File: config.mk
export PLATFORM = sky130hd
export DESIGN_NAME = beat_gen
export DESIGN_NICKNAME = d
export VERILOG_FILES = /design/src/rtl/beat_gen.sv
export SDC_FILE = /design/constraint.sdc
export NUM_CORES = 1
export LEC_CHECK = 0
export CORE_MARGIN = 4
export CORE_UTILIZATION = 54
export DETAILED_ROUTE_END_ITERATION = 7
export DONT_BUFFER_PORTS = 1
export PLACE_DENSITY = 0.72
export REMOVE_ABC_BUFFERS = 1
export SYNTH_ARGS = -nofsm -noshare
export SYNTH_HDL_FRONTEND = slang
export SYNTH_SLANG_ARGS = --single-unit
File: constraint.sdc
create_clock -name t3 -period 1.2 [get_ports t3]
set_clock_uncertainty 0.05 [all_clocks]
set_input_delay 0.36 -clock t3 [delete_from_list [all_inputs] [get_ports t3]]
set_output_delay 0.36 -clock t3 [all_outputs]
set_load 0.02 [all_outputs]
File: src/rtl/beat_gen.sv
// Beat timing generator for the hardwired controller: emits a one-hot W1/W2/W3
// sequence per instruction cycle and counts completed cycles.
module beat_gen #(
  parameter int CNT_W = 16
) (
  input  logic             t3,
  input  logic             clr,
  input  logic             qd,
  input  logic             step,
  input  logic             short,
  input  logic             long,
  input  logic             stop,
  output logic             w1,
  output logic             w2,
  output logic             w3,
  output logic             running,
  output logic             cycle_end,
  output logic [CNT_W-1:0] cycle_cnt
);

  localparam logic [1:0] IDLE = 2'd0;
  localparam logic [1:0] W1   = 2'd1;
  localparam logic [1:0] W2   = 2'd2;
  localparam logic [1:0] W3   = 2'd3;

  logic [1:0] state_r;
  logic [1:0] next_state_s;
  logic       qd_q_r;
  logic       start_r;
  logic       stop_pend_r;
  logic       halt_s;
  logic       last_beat_s;

  // Next-beat selection and last-beat detection
  always_comb begin
    next_state_s = state_r;
    last_beat_s  = 1'b0;
    halt_s       = stop | stop_pend_r | step;
    case (state_r)
      IDLE: begin
        if (start_r) next_state_s = W1;
        else         next_state_s = IDLE;
      end
      W1: begin
        if (short) begin
          last_beat_s = 1'b1;
          if (halt_s) next_state_s = IDLE;
          else        next_state_s = W1;
        end else begin
          next_state_s = W2;
        end
      end
      W2: begin
        if (long) begin
          next_state_s = W3;
        end else begin
          last_beat_s = 1'b1;
          if (halt_s) next_state_s = IDLE;
          else        next_state_s = W1;
        end
      end
      W3: begin
        last_beat_s = 1'b1;
        if (halt_s) next_state_s = IDLE;
        else        next_state_s = W1;
      end
      default: begin
        next_state_s = IDLE;
        last_beat_s  = 1'b0;
      end
    endcase
  end

  assign cycle_end = last_beat_s;

  // State, registered beat decode, start/stop tracking and cycle counter
  always_ff @(posedge t3 or posedge clr) begin
    if (clr) begin
      state_r     <= IDLE;
      w1          <= 1'b0;
      w2          <= 1'b0;
      w3          <= 1'b0;
      running     <= 1'b0;
      qd_q_r      <= 1'b0;
      start_r     <= 1'b0;
      stop_pend_r <= 1'b0;
      cycle_cnt   <= {CNT_W{1'b0}};
    end else begin
      state_r <= next_state_s;
      w1      <= (next_state_s == W1);
      w2      <= (next_state_s == W2);
      w3      <= (next_state_s == W3);
      running <= (next_state_s != IDLE);
      qd_q_r  <= qd;
      // A qd edge seen while running is dropped, not deferred to the next IDLE
      start_r <= qd & ~qd_q_r & (state_r == IDLE);
      if (next_state_s == IDLE) begin
        stop_pend_r <= 1'b0;
      end else if (stop && (state_r != IDLE)) begin
        stop_pend_r <= 1'b1;
      end else begin
        stop_pend_r <= stop_pend_r;
      end
      if (last_beat_s) begin
        cycle_cnt <= cycle_cnt + {{(CNT_W-1){1'b0}}, 1'b1};
      end else begin
        cycle_cnt <= cycle_cnt;
      end
    end
  end

endmodule

==> impl_metrics.tcl <==
set metrics [dict create \
    status "complete, but fails checks" \
    violations "negative setup slack" \
    fp-row-count 15 \
    ioPinCount 28 \
    synth_area_um2 1080 \
    grt_pass1_wl_um 4980 \
    relSlewSlack_pct 79.2 \
    holdPathStages 1 \
    place.gp.congestion 0.770 \
    core-area_um2 1820 \
    max_stage_delay_ns 0.46 \
    path_common_cell "buf_6" \
    hp-class "in2reg" \
    yosysWarnings 0 \
    grt_antenna_before_repair 0 \
    grtUsageTotal_pct 25.6 \
    clk_pin_slew_ns 0.13 \
    hp-start "short" \
    drc 0 \
    layout_commonest_cell "buf_6" \
    cts_buffers 3 \
    area_growth_pct 54.0 \
    worst-path-buf-inv 4 \
    period_minus_slack_ns 1.62 \
    fin_setup_tns_ns -6.52 \
    rr_startpoint "state_r[1]" \
    grt_max_degree 26 \
    setup_viol 36 \
    dpl.cell_count 143 \
    drt_iter0_markers 28 \
    ir_worst_vdd_v 0.00199 \
    io_buffers 0 \
    ff2ff_path_depth 7 \
    antenna-diode-count 0 \
    cp.required_ns 1.35 \
    via_per_inst 6.08 \
    drt_first_pass_iters 4 \
    cts_buffer_depth 2 \
    ant_nets 0 \
    arrival_ns 1.77 \
    synth_seq_cells 25 \
    critPathMaxFanout 3 \
    grt-ovfl-total 0 \
    min_to "w2" \
    p_leak_uw 0.000825 \
    dieHeight_um 52.8 \
    worstSkewPairLatency_ns 0.32 \
    wl_um 3550 \
    powerDensity_nw_per_um2 2080 \
    r2r_end "w1" \
    rsz0062_at_grt "yes" \
    power_uw 3470 \
    synthCells 93 \
    fmax_mhz 615 \
    htree_levels 1 \
    wl_per_cell_um 22.0 \
    path_cells "o21ai_2 > nand2_2 > buf_4 > buf_6 > buf_6 > buf_6 > a22o_1" \
    root_buffer "clkbuf_4" \
    path_delay_family "buffers and inverters" \
    synth_area_per_cell_um2 11.7 \
    synth_cell_type_count 27 \
    final_nets 145 \
    cts_sinks 25 \
    layout_setup_ws_ns -0.425 \
    layout_common_cells "buf_6 (22), dfrtp_1 (20), buf_4 (16), xor2_1 (10), nor3_4 (6)" \
    drv_slew 0 \
    worst_pin_slew_ns 0.312 \
    path_class "reg2reg" \
    critPathSlowestCell "dfrtp_1" \
    place_hpwl_um 1540 \
    grt_pass1_vias 974 \
    dieArea_um2 2790 \
    fin_cells 161 \
    start_util_pct 59.5 \
    route.vias.total 979 \
    worstSetupEndpointType "register" \
    synth_seq_area_share_pct 57.7 \
    hold_viol_final 0 \
    max-cap-violations 0 \
    period_share_pct 135 \
    cts_tree "done" \
    die_width_um 52.8 \
    crit_path_start_kind "register" \
    rrSetupSlack_ns -0.42 \
    drive_gt1_share_pct 53.7 \
]
[synth_stat cells, drive strengths merged]
cell type	count	share of area (%)
a21oi	2	0.92
nor3	7	3.2
dfrtp	25	58
buf	1	0.46
a21o	1	0.69
nand2b	2	1.2
ha	1	1.2
a211oi	1	0.69
o21ai	3	1.7
or2	1	0.58
nor3b	1	0.69
mux2	1	1.0
nand4	3	1.7
a21bo	1	0.92
nor4b	1	0.81
nor4	1	2.0
nand3	5	3.5
a22o	1	0.81
nor2	9	3.1
nand2	6	2.1
xor2	10	8.1
xnor2	5	4.0
and4	2	1.8
inv	3	1.0
[state kept, by name, indices dropped and copies added (netlist names)]
register,count
w1,1
state_r,2
qd_q_r,1
cycle_cnt,16
w2,1
w3,1
start_r,1
stop_pend_r,1
running,1
[per-stage QoR]
step           area (µm²)  util, %  hold slack [ns]  worst slack (ns)
3_5_place_dp         1310     71.7            0.264            -0.171
6_report             1670     91.7           0.0427            -0.425
3_3_place_gp         1310     71.7            0.265            -0.141
5_1_grt              1670     91.7           0.0158            -0.436
4_1_cts              1560     85.9           0.0171            -0.332
2_1_floorplan        1080        -            0.334            -0.250
[power breakdown]
part	internal (µW)	switching, µW	total, µW
clock	130	254	384
combinational	849	950	1800
sequential	1050	237	1290
total	2030	1440	3470
[worst register-to-register path, stage by stage (launching register included)]
cell     delay (ns)
dfrtp_1        0.46
o21ai_2        0.20
nand2_2        0.09
buf_4          0.15
buf_6          0.10
buf_6          0.11
buf_6          0.12
a22o_1         0.23
[layout make-up]
class                      count  area [µm²]
clock buffer                   4        26.3
fill                          54         151
inverter                       3        11.3
multi-input combinational     64         581
sequential                    25         632
tap                           25        31.3
timing repair buffer          40         388
[how the worst max path moves through the flow]
stage | slack (ns) | end | start | cells after the start
CTS | -0.33 | cycle_end | state_r[1] | 3
finish | -0.42 | w1 | state_r[1] | 7
global route | -0.44 | cycle_end | state_r[1] | 3
floorplan | -0.25 | cycle_cnt[15] | cycle_cnt[2] | 4
detailed placement | -0.17 | cycle_cnt[15] | long | 4
global placement | -0.14 | cycle_end | state_r[1] | 3
[repair_timing]
action,in CTS,in global routing
buffers inserted,12,4
hold buffers,1,1
pin swaps,13,7
endpoints found under the setup margin,34,42
resized for setup,38,20
endpoints found under the hold margin,25,1
[cells by family after synthesis]
group	after synthesis	synth area share [%]
compound gates	9	5.77
xor+xnor	15	12.1
fa+ha+maj	1	1.15
buf+inv	4	1.50
flops	25	57.7
mux	1	1.04
simple gates	38	20.7
[per-layer routing]
| metal | GRT usage, % | share of wire [%] | wire (µm) |
|---|---|---|---|
| met5 | 0 | 0 | 0 |
| met4 | 7.66 | 5.3 | 187 |
| met3 | 5.13 | 10 | 357 |
| met2 | 44.2 | 48 | 1700 |
| met1 | 32.0 | 37 | 1300 |
No activity file was read; power rests on OpenSTA's default activity.
